`config.mk`:
```
export PLATFORM = sky130hd
export DESIGN_NAME = axi_b_arb
export DESIGN_NICKNAME = d
export VERILOG_FILES = /design/src/rtl/axi_b_arb.sv
export SDC_FILE = /design/constraint.sdc
export NUM_CORES = 1
export LEC_CHECK = 0
export CAP_MARGIN = 25
export CORE_MARGIN = 5
export CORE_UTILIZATION = 37
export DETAILED_ROUTE_END_ITERATION = 10
export PLACE_DENSITY = 0.78
export SKIP_LAST_GASP = 1
export SLEW_MARGIN = 10
export SYNTH_ARGS = -nofsm -noshare
export SYNTH_HDL_FRONTEND = slang
export SYNTH_SLANG_ARGS = --single-unit
```
`constraint.sdc`:
```
create_clock -name clk -period 3.05 [get_ports clk]
set_input_delay 0.61 -clock clk [delete_from_list [all_inputs] [get_ports clk]]
set_output_delay 0.61 -clock clk [all_outputs]
set_load 0.05 [all_outputs]
```
`src/rtl/axi_b_arb.sv`:
```
//==============================================================================
// axi_b_arb : N-slave to M-master AXI write-response (B) arbiter with a
//             single-entry registered output and a drop path for bad master IDs.
// Optional  : AXI_B_ARB_RR_EN selects round-robin arbitration (default: fixed
//             priority, highest slave index wins).
// Revision  : 1.0
//==============================================================================
`default_nettype none

module axi_b_arb #(
  parameter int NUM_SLAVES  = 5,
  parameter int NUM_MASTERS = 2,
  parameter int ID_BITS     = 4,
  parameter int MASTER_BITS = 4,
  parameter int RESP_BITS   = 2
) (
  input  logic                                      clk,
  input  logic                                      rst,
  input  logic [NUM_SLAVES*(ID_BITS+MASTER_BITS)-1:0] ids_s_i,
  input  logic [NUM_SLAVES*RESP_BITS-1:0]           resp_s_i,
  input  logic [NUM_SLAVES-1:0]                     valid_s_i,
  output logic [NUM_SLAVES-1:0]                     ready_s_o,
  output logic [ID_BITS-1:0]                        id_m_o,
  output logic [RESP_BITS-1:0]                      resp_m_o,
  output logic [NUM_MASTERS-1:0]                    valid_m_o,
  input  logic [NUM_MASTERS-1:0]                    ready_m_i,
  output logic [7:0]                                drop_cnt_o
);

  localparam int IDS_BITS = ID_BITS + MASTER_BITS;
  localparam int PTR_BITS = (NUM_SLAVES > 1) ? $clog2(NUM_SLAVES) : 1;

  localparam logic [0:0] ST_EMPTY = 1'b0;
  localparam logic [0:0] ST_FULL  = 1'b1;

  logic [0:0]            state;
  logic [IDS_BITS-1:0]   ids_q;
  logic [RESP_BITS-1:0]  resp_q;
  logic [7:0]            drop_cnt;

  logic [MASTER_BITS-1:0] tgt;
  logic                   tgt_ready;
  logic                   full;
  logic                   drain;
  logic                   can_accept;
  logic                   any_valid;
  logic                   accept;

  logic [PTR_BITS-1:0]    grant;
  logic [IDS_BITS-1:0]    ids_sel;
  logic [RESP_BITS-1:0]   resp_sel;
  logic [MASTER_BITS-1:0] new_tgt;
  logic                   new_tgt_ok;

  assign tgt  = ids_q[IDS_BITS-1:ID_BITS];
  assign full = (state == ST_FULL);

  // The stored target is always in range while FULL, so the loop only picks a ready bit.
  always_comb begin
    tgt_ready = 1'b0;
    for (int m = 0; m < NUM_MASTERS; m++) begin
      if (tgt == MASTER_BITS'(m)) tgt_ready = ready_m_i[m];
    end
  end

  assign drain      = full & tgt_ready;
  assign can_accept = ~full | drain;
  assign any_valid  = |valid_s_i;
  assign accept     = rst & any_valid & can_accept;

`ifdef AXI_B_ARB_RR_EN
  logic [PTR_BITS-1:0]     ptr;
  logic [2*NUM_SLAVES-1:0] dbl_valid;
  logic [NUM_SLAVES-1:0]   rot_valid;
  logic [PTR_BITS:0]       off;
  logic [PTR_BITS:0]       sum;

  localparam logic [PTR_BITS:0] NS_W = (PTR_BITS+1)'(NUM_SLAVES);

  // Rotate so that bit 0 is the pointer position, then take the lowest set bit.
  always_comb begin
    dbl_valid = {valid_s_i, valid_s_i} >> ptr;
    rot_valid = dbl_valid[NUM_SLAVES-1:0];
    off       = '0;
    for (int j = NUM_SLAVES - 1; j >= 0; j--) begin
      if (rot_valid[j]) off = (PTR_BITS+1)'(j);
    end
    sum = {1'b0, ptr} + off;
    if (sum >= NS_W) sum = sum - NS_W;
    grant = sum[PTR_BITS-1:0];
  end

  always_ff @(posedge clk) begin
    if (!rst) begin
      ptr <= '0;
    end else if (accept) begin
      ptr <= (grant == PTR_BITS'(NUM_SLAVES - 1)) ? '0 : grant + 1'b1;
    end
  end
`else
  // Fixed priority: later (higher) indices overwrite earlier ones.
  always_comb begin
    grant = '0;
    for (int k = 0; k < NUM_SLAVES; k++) begin
      if (valid_s_i[k]) grant = PTR_BITS'(k);
    end
  end
`endif

  always_comb begin
    ids_sel  = '0;
    resp_sel = '0;
    for (int k = 0; k < NUM_SLAVES; k++) begin
      if (grant == PTR_BITS'(k)) begin
        ids_sel  = ids_s_i[k*IDS_BITS +: IDS_BITS];
        resp_sel = resp_s_i[k*RESP_BITS +: RESP_BITS];
      end
    end
  end

  assign new_tgt = ids_sel[IDS_BITS-1:ID_BITS];

  always_comb begin
    new_tgt_ok = 1'b0;
    for (int m = 0; m < NUM_MASTERS; m++) begin
      if (new_tgt == MASTER_BITS'(m)) new_tgt_ok = 1'b1;
    end
  end

  genvar gk;
  generate
    for (gk = 0; gk < NUM_SLAVES; gk++) begin : g_ready_s
      assign ready_s_o[gk] = accept & (grant == PTR_BITS'(gk));
    end
  endgenerate

  genvar gm;
  generate
    for (gm = 0; gm < NUM_MASTERS; gm++) begin : g_valid_m
      assign valid_m_o[gm] = full & (tgt == MASTER_BITS'(gm));
    end
  endgenerate

  // Responses to a nonexistent master are still handshaken but never presented.
  always_ff @(posedge clk) begin
    if (!rst) begin
      state    <= ST_EMPTY;
      ids_q    <= '0;
      resp_q   <= '0;
      drop_cnt <= '0;
    end else if (accept) begin
      ids_q  <= ids_sel;
      resp_q <= resp_sel;
      if (new_tgt_ok) begin
        state <= ST_FULL;
      end else begin
        state <= ST_EMPTY;
        if (drop_cnt != 8'hFF) drop_cnt <= drop_cnt + 8'd1;
      end
    end else if (drain) begin
      state <= ST_EMPTY;
    end
  end

  assign id_m_o     = ids_q[ID_BITS-1:0];
  assign resp_m_o   = resp_q;
  assign drop_cnt_o = drop_cnt;

endmodule

`default_nettype wire

```
==> out/metrics.yaml, run 1 <==
grt_pass1_wl_um: 6800
ys.flop_type: "dfxtp_1"
grt_pass1_vias: 1445
cp_max_fo: 8
antenna_cells: 0
drv_cap: 0
grt_setup_unrepaired: "false"
max_freq_mhz: 353
multi_input_area_um2: 933
cts.clk_slew.worst_paths_ns: 0.07
core_area_um2: 3690
die-area_um2: 5150
worstReg2RegStart: "ids_q[4]"
post-route-period-util_pct: 92.9
r2r_setup_slack_ns: 1.32
setup_ws_ns: 0.218
place_area_um2: 2240
io_pins: 80
ys_seq_area_share_pct: 26.9
cts_buffers: 3
synth_cell_types: 38
regArea_um2: 380
drt-initial-drc-count: 70
port_buffers: 79
post-dp-hpwl_um: 3360
synth_area_leaders: "dfxtp_1, mux2i_1, nand2_1"
drive_above_1_share_pct: 9.38
mostFrequentLayoutCells: "clkdlybuf4s50_1, nand2_1, dfxtp_1"
fin_area_um2: 2280
slew_headroom_pct: 58.0
cts_buffer_depth: 2
required_ns: 2.44
antenna_found_initial: 0
synth_edf_count: 0
worstSkewPairLatency_ns: 0.25
wl_per_cell_um: 13.7
vias_per_cell: 5.15
post-route-min-period_ns: 2.83
clockRootBuffer: "clkbuf_8"
rr_worst_depth: 6
synth_nets: 241
wl_met1_um: 1780
end_kind: "primary output"
critPathKind: "input pin to primary output"
min_to: "ids_q[0]"
whs_ns: 0.455
worstSetupStartpointType: "input pin"
status: "complete, no violations"
tightest_slew_ns: 0.625
fill_cells: 339
overflow: 0
critPathArrivalTime_ns: 2.22
min_from: "ids_q[0]"
die_height_um: 71.8
rr_endpoint: "drop_cnt_o[3]"
skew_ns: 0.00140
setup_viol: 0
first_pass_iters: 4
worst_path_max_delay_cell: "or3_1"
hold_depth: 2
die_x_um: 71.8
final_common_cell: "clkdlybuf4s50_1"
place.gp.congestion: 0.796
rows: 22
synth_warnings: 0
grt_max_degree: 26
cts_tree: "yes"
post-route-drc-count: 0
highest_layer: "met4"
p_leak_nw: 0.838
crit_start: "valid_s_i[3]"
synth_top_area_share_pct: 26.9
postSynth.asyncResetShare_pct: 0
powerDensity_nw_per_um2: 359
hold_class: "flip-flop to flip-flop"
via_count: 1567
final_max_slew_viol_count: 0
area.growth.synth_to_final_pct: 61.6
drt_wl_total_um: 4150
wl_met3_um: 251
grtUsageTotal_pct: 16.1
cts_resized: 0
syn_area_per_cell_um2: 7.80
start_util_pct: 38.3
htree_levels: 1
synth.largest_area_cell: "dfxtp_1"
cpPeakStageDelay_ns: 0.42
path_cells: "clkdlybuf4s50_1, or3_1, o31a_1, nand2_2, nor3_1, buf_4"
synthCells: 181
nNetsFinal: 317
tns_ns: 0
ant_nets: 0
routed-wl-met2_um: 2080
synth-seq-cells: 19
syn_area_um2: 1410
clkSinkCount: 19
postCtsSetupBuffers: 0
ir_drop_v: 0.000188
place_ws_ns: 0.227
ctsHoldBuffers: 0
hold_viol_final: 0
## worst max-delay path by stage
stage                   end  slack (ns)  cells past startpoint
6_report       ready_s_o[0]        0.22                      6
2_1_floorplan  ready_s_o[0]       0.006                      6
5_1_grt        ready_s_o[0]        0.15                      6
3_3_place_gp   ready_s_o[0]        0.24                      6
3_5_place_dp   ready_s_o[0]        0.23                      6
4_1_cts        ready_s_o[0]        0.22                      6
## worst max-delay path, delay by kind of cell
family | cells | cell delay, ns
AO/OA/AOI/OAI | 1 | 0.31
AND/OR/NAND/NOR | 3 | 0.69
buffers and inverters | 2 | 0.60
## kinds of logic (layout without fill, tap and decap cells)
group | Yosys count | count (layout) | share of synthesized area, %
buf+inv | 19 | 94 | 7.71
mux | 12 | 12 | 8.50
fa+ha+maj | 1 | 1 | 0.886
simple gates | 84 | 84 | 32.3
compound gates | 46 | 46 | 23.6
flops | 19 | 19 | 26.9
## synthesized netlist by cell type, drive strengths merged, types with 2 or more instances
| master | instances |
|---|---|
| inv | 3 |
| clkbuf | 5 |
| nor2b | 3 |
| buf | 11 |
| nor3b | 9 |
| o31ai | 2 |
| nand2b | 9 |
| a22oi | 2 |
| nor3 | 4 |
| nor2 | 2 |
| dfxtp | 19 |
| a21oi | 14 |
| a21boi | 8 |
| mux2i | 12 |
| nand3 | 16 |
| nand4 | 2 |
| a211oi | 6 |
| o211ai | 7 |
| o21ai | 2 |
| and3 | 4 |
| nand2 | 31 |
## registers in the layout, indices dropped and copies added, names as in the netlist
register and count:
resp_m_o 2, ids_q 8, full 1, drop_cnt_o 8
## metrics by stage
step,utilization (%),std cells,power [mW]
after floorplan,-,181,0.507
after global placement,60.6,300,0.648
after detailed placement,60.6,300,0.653
after CTS,61.9,304,0.829
after global routing,61.9,304,0.870
final,61.9,304,0.819
## layer usage
layer,up-vias,global-route usage (%)
li1,803,-
met1,717,20.3
met2,43,27.4
met3,4,4.07
met4,0,3.76
met5,-,0
## where the power goes
part           switching, mW  internal (mW)  total (mW)
registers             0.0342          0.275       0.309
clock network         0.0827         0.0907       0.173
logic                  0.177          0.160       0.337
total                  0.294          0.526       0.819
## area by class of cell
cell class | count | share of cell area (%)
well taps | 48 | 2.63
clock inverters | 1 | 0.219
inverters | 3 | 0.493
repair buffers | 87 | 37.3
clock buffers | 3 | 1.81
flip-flops and latches | 19 | 16.7
multi-input cells | 143 | 40.9
Power figures use the tool's default switching activity.
==> run 2: changes to the inputs <==
--- a/config.mk
+++ b/config.mk
@@ -11,7 +11,6 @@
 export DETAILED_ROUTE_END_ITERATION = 10
 export PLACE_DENSITY = 0.78
 export SKIP_LAST_GASP = 1
-export SLEW_MARGIN = 10
 export SYNTH_ARGS = -nofsm -noshare
 export SYNTH_HDL_FRONTEND = slang
 export SYNTH_SLANG_ARGS = --single-unit
==> results of run 2 <==
The final DEF is identical to that of run 1; final timing and power are the same.
==> run 3: changes to the inputs <==
--- a/config.mk
+++ b/config.mk
@@ -8,9 +8,11 @@
 export CAP_MARGIN = 25
 export CORE_MARGIN = 5
 export CORE_UTILIZATION = 37
+export CTS_CLUSTER_DIAMETER = 150
 export DETAILED_ROUTE_END_ITERATION = 10
 export PLACE_DENSITY = 0.78
 export SKIP_LAST_GASP = 1
 export SYNTH_ARGS = -nofsm -noshare
 export SYNTH_HDL_FRONTEND = slang
 export SYNTH_SLANG_ARGS = --single-unit
+export TNS_END_PERCENT = 100
==> results of run 3 <==
The final DEF is identical to that of run 1; final timing and power are the same.
